--- src/rtl/ibex_instr_mem_responder.sv ---
// Instruction-fetch bus responder: grants core fetches after a fixed number of wait
// states, reads a synchronous instruction memory and returns data or an error one cycle later.
module ibex_instr_mem_responder #(
  parameter logic [31:0] BASE_ADDR   = 32'h0000_0000,
  parameter int unsigned SIZE_BYTES  = 4096,
  parameter int unsigned WAIT_STATES = 0,
  localparam int unsigned MEM_AW     = $clog2(SIZE_BYTES / 4)
) (
  input  logic              clk,
  input  logic              rst_n,
  input  logic              instr_req,
  input  logic [31:0]       instr_addr,
  output logic              instr_gnt,
  output logic              instr_rvalid,
  output logic              instr_err,
  output logic [31:0]       instr_rdata,
  output logic              mem_req,
  output logic [MEM_AW-1:0] mem_addr,
  input  logic [31:0]       mem_rdata,
  input  logic              stat_clr,
  output logic [31:0]       fetch_count,
  output logic [15:0]       err_count,
  output logic [31:0]       last_err_addr
);

  localparam logic [2:0]  WAIT_INIT = 3'(WAIT_STATES);
  localparam logic [31:0] SIZE_W    = 32'(SIZE_BYTES);

  logic [2:0]  wcnt_q, wcnt_d;
  logic        rvalid_q, rvalid_d;
  logic        err_q, err_d;
  logic [31:0] fetch_count_q, fetch_count_d;
  logic [15:0] err_count_q, err_count_d;
  logic [31:0] last_err_addr_q, last_err_addr_d;

  logic [31:0] offset_s;
  logic        addr_ok_s;
  logic        gnt_s;
  logic        mem_req_s;
  logic        bad_gnt_s;

  // Address decode and grant; an address below BASE wraps to a huge offset and fails the bound.
  always_comb begin
    offset_s  = instr_addr - BASE_ADDR;
    addr_ok_s = (offset_s < SIZE_W) && (instr_addr[1:0] == 2'b00);
    gnt_s     = rst_n && instr_req && (wcnt_q == 3'd0);
    mem_req_s = gnt_s && addr_ok_s;
    bad_gnt_s = gnt_s && !addr_ok_s;
  end

  // Wait-state counter and one-deep response register.
  always_comb begin
    wcnt_d   = wcnt_q;
    rvalid_d = gnt_s;
    err_d    = bad_gnt_s;
    if (!instr_req || gnt_s) begin
      wcnt_d = WAIT_INIT;
    end else if (wcnt_q != 3'd0) begin
      wcnt_d = wcnt_q - 3'd1;
    end else begin
      wcnt_d = wcnt_q;
    end
  end

  // Debug statistics; a clear in the same cycle as a grant takes priority.
  always_comb begin
    fetch_count_d   = fetch_count_q;
    err_count_d     = err_count_q;
    last_err_addr_d = last_err_addr_q;
    if (stat_clr) begin
      fetch_count_d   = 32'h0;
      err_count_d     = 16'h0;
      last_err_addr_d = 32'h0;
    end else begin
      if (mem_req_s) begin
        fetch_count_d = fetch_count_q + 32'd1;
      end else begin
        fetch_count_d = fetch_count_q;
      end
      if (bad_gnt_s) begin
        last_err_addr_d = instr_addr;
        if (err_count_q != 16'hFFFF) begin
          err_count_d = err_count_q + 16'd1;
        end else begin
          err_count_d = err_count_q;
        end
      end else begin
        last_err_addr_d = last_err_addr_q;
        err_count_d     = err_count_q;
      end
    end
  end

  // State registers with synchronous active-low reset.
  always_ff @(posedge clk) begin
    if (!rst_n) begin
      wcnt_q          <= WAIT_INIT;
      rvalid_q        <= 1'b0;
      err_q           <= 1'b0;
      fetch_count_q   <= 32'h0;
      err_count_q     <= 16'h0;
      last_err_addr_q <= 32'h0;
    end else begin
      wcnt_q          <= wcnt_d;
      rvalid_q        <= rvalid_d;
      err_q           <= err_d;
      fetch_count_q   <= fetch_count_d;
      err_count_q     <= err_count_d;
      last_err_addr_q <= last_err_addr_d;
    end
  end

  assign instr_gnt     = gnt_s;
  assign instr_rvalid  = rvalid_q;
  assign instr_err     = err_q;
  assign instr_rdata   = (rvalid_q && !err_q) ? mem_rdata : 32'h0;
  assign mem_req       = mem_req_s;
  assign mem_addr      = mem_req_s ? offset_s[MEM_AW+1:2] : {MEM_AW{1'b0}};
  assign fetch_count   = fetch_count_q;
  assign err_count     = err_count_q;
  assign last_err_addr = last_err_addr_q;

endmodule

--- config.mk ---
export PLATFORM = sky130hd
export DESIGN_NAME = ibex_instr_mem_responder
export DESIGN_NICKNAME = d
export VERILOG_FILES = /design/src/rtl/ibex_instr_mem_responder.sv
export SDC_FILE = /design/constraint.sdc
export NUM_CORES = 1
export LEC_CHECK = 0
export BUFFER_PORTS_ARGS = -buffer_cell sky130_fd_sc_hd__clkbuf_2
export CAP_MARGIN = 20
export CORE_AREA = 5 5 92 111
export CTS_CLUSTER_DIAMETER = 200
export DETAILED_ROUTE_END_ITERATION = 7
export DIE_AREA = 0 0 97 116
export HOLD_SLACK_MARGIN = 0.12
export PLACE_DENSITY_LB_ADDON = 0.12
export SYNTH_ARGS = -nofsm -noshare
export SYNTH_HDL_FRONTEND = slang
export SYNTH_SLANG_ARGS = --single-unit
export TNS_END_PERCENT = 100
--- constraint.sdc ---
create_clock -name clk -period 2.76 [get_ports clk]
set_clock_uncertainty 0.15 [all_clocks]
set_input_delay 0.138 -clock clk [delete_from_list [all_inputs] [get_ports clk]]
set_output_delay 0.138 -clock clk [all_outputs]
set_load 0.05 [all_outputs]
**After elaboration in Yosys (flattened, before gate mapping)**

Cells that the tools add are included.

- Register bits after elaboration: 85
- Logic and storage cells: 30

- Add/sub/neg operators: 3
- Order comparisons: 1
- Eq/ne operators: 1
- Muxes and demuxes: 2
- Bitwise operators: 1
- Reduce and logical (&&, ||, !) cells: 16

Operator list:

| operator | number |
|---|---|
| 32-bit by 1-bit adder with 32-bit output (second input constant) | 1 |
| 32-bit by 13-bit less-than comparator with 1-bit output (second input constant) | 1 |
| 32-bit two-way mux | 1 |
| 16-bit by 1-bit adder with 16-bit output (second input constant) | 1 |
| 16-bit != test (second input constant) | 1 |
| 10-bit two-way mux | 1 |
| 1-bit logical AND | 6 |
| 2-bit OR reduction | 2 |
| 1-bit zero test | 3 |
| 3-bit zero test | 1 |
| 3-bit nonzero test | 1 |
| 3-bit by 1-bit subtractor with 3-bit output (second input constant) | 1 |
| 2-bit zero test | 1 |
| 2-bit AND reduction | 1 |
| 1-bit logical OR | 1 |
| 1-bit NOT | 1 |

**Logic depth before layout (Yosys ltp)**

Gate-level depths: netlist (run 1).

- Word-level depth: 5
- Mapped depth: 10
- Depth with buffers taken out: 8

**Least setup slack after synthesis (run 1)**

OpenSTA, ideal clock, no wires.

- Path type: register to output
- Start point: register wcnt_q[0]
- End point: output port mem_addr[0]
- Arrival: 2,403 ps
- Slack: 69 ps
- Stages on the path, launching flop included: 9
- Path through: dfxtp_1 > inv_1 > ha_1 > nand4_1 > clkinv_1 > nand3_1 > inv_1 > clkbuf_1 > and2_1

- Cells in the longest elaborated chain, start to end: 4

RTL lines:

| element | line | RTL |
|---|---|---|
| start: declaration | 29 | `logic [2:0] wcnt_q, wcnt_d;` |
| start signal: assignment | 104 | `wcnt_q <= wcnt_d;` |
| 3-bit zero test | 46 | `gnt_s = rst_n && instr_req && (wcnt_q == 3'd0);` |
| 1-bit logical AND | 46 |  |
| named net instr_gnt | 13 | `output logic instr_gnt,` |
| 1-bit logical AND | 47 | `mem_req_s = gnt_s && addr_ok_s;` |
| named net mem_req | 17 | `output logic mem_req,` |
| 10-bit two-way mux | 118 | `assign mem_addr = mem_req_s ? offset_s[MEM_AW+1:2] : {MEM_AW{1'b0}};` |
| end: declaration | 18 | `output logic [MEM_AW-1:0] mem_addr,` |

The timed path passes the listed nets, and every way through them passes these cells.

**Final worst setup path (run 1)**

- Start point: input port instr_addr[23]
- End point: output port mem_addr[4]

- Cells in the longest elaborated chain, start to end: 4

RTL lines:

| element | line | RTL |
|---|---|---|
| start: declaration | 12 | `input logic [31:0] instr_addr,` |
| 32-bit by 13-bit less-than comparator with 1-bit output | 45 | `addr_ok_s = (offset_s < SIZE_W) && (instr_addr[1:0] == 2'b00);` |
| 1-bit logical AND | 45 |  |
| 1-bit logical AND | 47 |  |
| 10-bit two-way mux | 118 |  |

No other way between the ends.

==> summary.md, run 1 <==
| Metric | Value |
|---|---|
| Crit path DAT | about 2.4 ns |
| Max_cap viols | 0 |
| Ys flop type | dfxtp_1 |
| Final ANT Viol Nets | 0 |
| Post-DP HPWL | roughly 9.6 mm |
| CP max FO | 14 |
| Grt ovf | 0 |
| Die height | 116 um |
| Reg-to-reg slack, setup | 0.23 ns |
| Post-synthesis cell count | 504 |
| Most frequent cells in the layout | 192 x clkbuf_2, 91 x nand2_1, 85 x dfxtp_1 |
| Layout Nets | between 800 and 900 |
| CP Cell Sequence | dlygate4sd3_1 > clkbuf_2 > nor4_1 > and4_2 > nand3_1 > clkinvlp_4 > and2_1 > clkbuf_2 |
| YS warnings | 0 |
| Fmax achieved | 377 MHz |
| Hold EP | err_count[2] |
| FF+latch count, synth | 85 |
| Hold Startpoint | instr_addr[31] |
| Final TNS setup | 0 ns |
| Post-synth EDFFs | 0 |
| Rows | 38 |
| Fin crit period | 2.65 ns |
| PwrDens | ~430 nW/um2 |
| Sequential element share of the synthesized area | between 40% and 50% |
| Ports | a little under 200 |
| Final worst-path cycle share | a little over nine tenths |
| Vias in the first global route | 4,234 |
| Worst slew pin tran | a little over 0.7 ns |
| CP startpoint kind | input pin |
| Clock transition at path regs | approximately 0.08 ns |
| Pleak | roughly 0.0024 uW |
| Mean routed wirelength per cell | 15.2 um |
| Root Driver | clkbuf_8 |
| Final setup fails | 0 |
| Initial antenna violation count | 2 |
| Largest stage delay on the critical path | ~0.55 ns |
| Synth Area per Inst | around 8 um2 |
| Vias per std cell | ~5.4 |
| R2R Path Start | wcnt_q[0] |
| DRT Pass-1 Iters | 4 |
| Iteration-0 DRC Markers | about 190 |
| Status | completed |
| Crit end category | output pin |
| Starting Density | 44.8% |
| Met3 Resource Use GR | under 10% |
| I/O Buffers | between 150 and 200 |
| Final WS setup | 0.106 ns |
| Final Hold Viols | 0 |
| Gr usage total | approximately 22% |
| Met2 Usage GRT | 39.9% |
| P_int | between 1500 and 2000 uW |
| Clk pwr share | 36.4% |
| Syn Nets | ~580 |
| Cell mode on critical path | clkbuf_2 |
| Sink Count | 85 |
| Die area | around 11,000 um2 |
| Layout cells sized above 1 | 33.0% |
| CTS tree | yes |
| CTS max path bufs | 2 |
| Total power | about 2500 uW |
| Switch Pwr | about 680 uW |
| Post-Synthesis Cell Area | slightly above 4000 um2 |
| Most common cell after layout, fill and taps aside | clkbuf_2 |
| Residual DRC count | 0 |
| Flop pwr share | 50.1% |
| R2R cell count | 10 |
| Yosys cell types | 46 |
| Post-synthesis async set-or-reset flop share | 0% |
| Inserted Clock Buffers | 9 |
| Hold depth | 6 |
| First-pass GRT wire length | approximately 21 mm |
| Worst hold slack | around 0.25 ns |
| Worst hold path type | in -> reg |
| GRT met1 Usage | 24.1% |
| Largest net degree at the start of global routing | 40 |
| Clock Latency Late Sink | roughly 0.35 ns |
| Die X | 97 um |
| Place WS | between 0.4 and 0.5 ns |
| Htree depth | 3 |
| Final WL | 13.1 mm |
| Area Growth Syn to Fin | 43.1% |
| GPL Wtd Cong | around 0.95 |
| Peak VDD IR | 0.293 mV |
| Critical path's slowest cell | dlygate4sd3_1 |
| Critical Path RT | 2.47 ns |
| Setup Crit Path Kind | in -> out |
| Core area | between 8000 and 9000 um2 |
| Switching share of total power | ~27% |
| Max Transition Viols Final | 0 |
| Vias | approximately 4.6k |
| Power share of the combinational group | between 10% and 20% |
| Relative slew slack | around half |
| RR Endpoint | last_err_addr[22] |
| GR peak layer | met2 |
-- worst max path at each step --
stage                         startpoint         endpoint  cells past startpoint
after floorplan                wcnt_q[0]      mem_addr[0]                      8
after global placement    instr_addr[25]  fetch_count[13]                      8
after detailed placement  instr_addr[15]      mem_addr[3]                      7
after CTS                 instr_addr[20]      mem_addr[3]                      8
after global routing           wcnt_q[0]      mem_addr[4]                      8
final                     instr_addr[23]      mem_addr[4]                      8
-- cells by family (layout without fill, tap and decap cells) --
logic type,after synthesis,after routing,share of synthesized area [%]
mux,1,1,0.249
xor+xnor,4,4,0.870
flops,85,85,42.2
buf+inv,40,276,4.50
compound gates,119,119,16.7
fa+ha+maj,4,4,1.24
other cells,0,2,0
simple gates,251,251,34.2
-- metal layers --
metal	part of all wire, %	vias up
met3	8.1	23
met1	38	2143
met2	51	190
met5	0	-
li1	-	2272
met4	2.3	0
-- power by group through the flow --
stage	Sequential (uW)	Clock, uW	Combinational, uW
2_1_floorplan	1320	0	141
4_1_cts	1250	935	331
3_3_place_gp	1270	0	289
5_1_grt	1250	988	360
3_5_place_dp	1270	0	290
6_report	1250	905	337
-- cells in the mapped netlist (2+ instances only) --
cell | instances | area share (%)
xor2_1 | 2 | 0.43
and2_1 | 49 | 7.6
or3_2 | 2 | 0.37
nand4_1 | 16 | 2.5
a21oi_1 | 73 | 9.1
clkbuf_1 | 20 | 1.9
buf_1 | 2 | 0.19
and4_1 | 6 | 1.3
nand2_1 | 91 | 8.5
o21ai_0 | 17 | 2.1
dfxtp_1 | 85 | 42
buf_2 | 3 | 0.37
and2_2 | 2 | 0.37
ha_1 | 4 | 1.2
and3_1 | 5 | 0.78
inv_1 | 9 | 0.84
or4_1 | 23 | 4.3
nor2_1 | 12 | 1.1
nor2b_1 | 2 | 0.31
o41ai_1 | 2 | 0.43
buf_6 | 2 | 0.56
or3_1 | 14 | 2.2
nor4_1 | 6 | 0.93
clkinv_1 | 2 | 0.19
o31ai_1 | 21 | 3.9
nand3_1 | 13 | 1.6
xnor2_1 | 2 | 0.43
-- critical path: cells and delay by family --
family                 cells  cell delay (ns)
and+or+nand+nor            4             1.03
buffers and inverters      4             1.18
-- flip-flops by register name, indices dropped and copies added (netlist names) --
signal,count
wcnt_q,3
instr_err,1
instr_rvalid,1
err_count,16
fetch_count,32
last_err_addr,32
-- layout make-up --
cell class / instances / area, um2
clock buffers: 10 / 138
well taps: 120 / 150
inverters: 11 / 48.8
multi-input cells: 379 / 2170
repair buffers: 249 / 1480
fillers: 793 / 3220
flip-flops and latches: 85 / 1700
diodes: 2 / 5.00
clock inverters: 6 / 71.3
-- through the flow --
step	cells	area (um2)	util (%)
floorplan	504	4030	-
global placement	803	5130	57.1
detailed placement	803	5130	57.1
CTS	856	5710	63.5
global route	862	5760	64.1
finish	862	5760	64.1
-- repair_timing --
| action | CTS | global route |
|---|---|---|
| hold buffers | 37 | 0 |
| gates resized for setup | 0 | 6 |
| buffers inserted | 0 | 4 |
| endpoints found under the hold margin | 39 | 0 |
| setup endpoints to repair | 0 | 14 |
No activity file was read; power rests on OpenSTA's default activity.
==> inputs of run 2 (changes only) <==
PLACE_DENSITY = 0.83   (was unset)
PLACE_DENSITY_LB_ADDON = unset   (was 0.12)
==> summary.md, run 2 (same netlist as run 1, synthesis figures left out) <==
| Metric | Value |
|---|---|
| Most frequent cells in the layout | 193 x clkbuf_2, 91 x nand2_1, 85 x dfxtp_1 |
| Crit path DAT | 2.34 ns (-0.03 ns) |
| Iteration-0 DRC Markers | 345 (+78%) |
| Root Driver | clkbuf_8 |
| Mean routed wirelength per cell | 16.2 um (+6.8%) |
| Critical path's slowest cell | dfxtp_1 |
| Gr usage total | 23.3% (+0.97 points) |
| Vias | 4,714 (+1.9%) |
| Max Transition Viols Final | 0 (unchanged) |
| Status | completed |
| Largest net degree at the start of global routing | 43 (+7.5%) |
| CP Cell Sequence | inv_1 > ha_1 > nand4_1 > clkinv_2 > nand3_2 > clkinvlp_4 > and2_1 > clkbuf_2 |
| Clock transition at path regs | 0.09 ns (about the same) |
| Final ANT Viol Nets | 0 (unchanged) |
| Relative slew slack | 42.0% (-9.5 points) |
| Sink Count | 85 (unchanged) |
| Final setup fails | 0 (unchanged) |
| Pleak | 0.00238 uW (-0.75%) |
| CP max FO | 11 (-3) |
| DRT Pass-1 Iters | 5 (+1) |
| PwrDens | 430 nW/um2 (-0.42%) |
| Final WL | 13.9 mm (+6.3%) |
| Setup Crit Path Kind | reg -> out |
| Worst hold path type | reg -> reg |
| Peak VDD IR | 0.298 mV (+1.7%) |
| Post-DP HPWL | 9.61 mm (-0.41%) |
| Initial antenna violation count | 0 (-2) |
| Final TNS setup | 0 ns (unchanged) |
| Clock Latency Late Sink | 0.36 ns (about the same) |
| Die area | 11,300 um2 (unchanged) |
| Vias in the first global route | 4,544 (+7.3%) |
| Grt ovf | 0 (unchanged) |
| Rows | 38 (unchanged) |
| GPL Wtd Cong | 0.932 (-1.8%) |
| Worst slew pin tran | 0.870 ns (+0.142 ns) |
| I/O Buffers | 193 (unchanged) |
| First-pass GRT wire length | 21.5 mm (+4.7%) |
| Filler cell count | 756 (-4.7%) |
| Die height | 116 um (unchanged) |
| Die X | 97 um (unchanged) |
| Core area | 8990 um2 (unchanged) |
| Starting Density | 44.8% (unchanged) |
| Fin crit period | 2.63 ns (-0.0266 ns) |
| Area Growth Syn to Fin | 42.2% |
| Layout Nets | 805 (-0.25%) |
| CP startpoint kind | register |
| Most common cell after layout, fill and taps aside | clkbuf_2 |
| Fmax achieved | 381 MHz (+1.0%) |
| Vias per std cell | 5.49 (+2.3%) |
| Layout cells sized above 1 | 32.9% (-0.046 points) |
| Crit end category | output pin |
| Largest stage delay on the critical path | 0.34 ns (-0.21 ns) |
| Residual DRC count | 0 (unchanged) |
| Unrepaired setup endpoints after global routing | no |
| Critical Path RT | 2.47 ns (about the same) |
| Final worst-path cycle share | 95.2% (-0.96 points) |
| Final Hold Viols | 0 (unchanged) |
| Ports | 194 (unchanged) |
| Htree depth | 3 (unchanged) |
| CTS max path bufs | 2 (unchanged) |
| Max_cap viols | 0 (unchanged) |
| CTS tree | yes |
| Inserted Clock Buffers | 9 (unchanged) |
| Total power | 2460 uW (-1.0%) |
| Ant diodes | 0 (-2) |
[run 2: path summary, 6_finish.rpt]
path	end	cells past startpoint	slack, ns	startpoint
max	mem_addr[5]	8	0.13	wcnt_q[0]
min	wcnt_q[0]	1	0.27	wcnt_q[0]
max reg2reg	err_count[6]	7	0.33	err_count[0]
min reg2reg	wcnt_q[0]	1	0.27	wcnt_q[0]
[run 2: critical path, delay by kind of cell, from the launching register on]
family	cells	cell delay (ns)
AND/OR/NAND/NOR	3	0.65
buffers and inverters	4	0.77
flip-flops	1	0.34
adder cells (fa/ha/maj)	1	0.23
[run 2: what timing repair did]
action	in CTS	in global routing
cloned	0	2
pin swaps	0	1
resized for setup	1	5
hold endpoints to repair	38	0
hold buffers	36	0
setup buffers	0	4
setup endpoints to repair	10	45
[run 2: final cells by class]
class	instances	area [um2]	share of cell area, %
sequential	85	1700	29.7
timing repair buffer	245	1450	25.3
clock inverter	6	63.8	1.11
timing repair inverter	1	7.51	0.131
clock buffer	10	128	2.23
tap	120	150	2.62
inverter	11	46.3	0.808
multi-input combinational	380	2180	38.1
[run 2: report_power, final]
| part | internal (uW) | switching, uW |
|---|---|---|
| clock network | 417 | 461 |
| registers | 1240 | 7.97 |
| logic | 115 | 223 |
[run 2: metal layers]
metal	GRT usage [%]	wire length (um)	vias to the layer above	part of all wire, %
met5	0	0	-	0
met3	6.26	1150	37	8.3
met1	24.4	5130	2174	37
met4	13.1	520	0	3.7
li1	-	-	2262	-
met2	42.4	7100	241	51
[run 2: through the flow]
step / setup WS, ns / instance area, um2 / hold slack (ns) / instances / utilization, %
4_1_cts: 0.00628 / 5650 / 0.269 / 851 / 62.9
2_1_floorplan: 0.0687 / 4030 / 0.124 / 504 / -
5_1_grt: 0.0198 / 5730 / 0.299 / 858 / 63.7
6_report: 0.133 / 5730 / 0.265 / 858 / 63.7
3_5_place_dp: 0.120 / 5100 / 0.231 / 799 / 56.8
3_3_place_gp: 0.218 / 5100 / 0.223 / 799 / 56.8
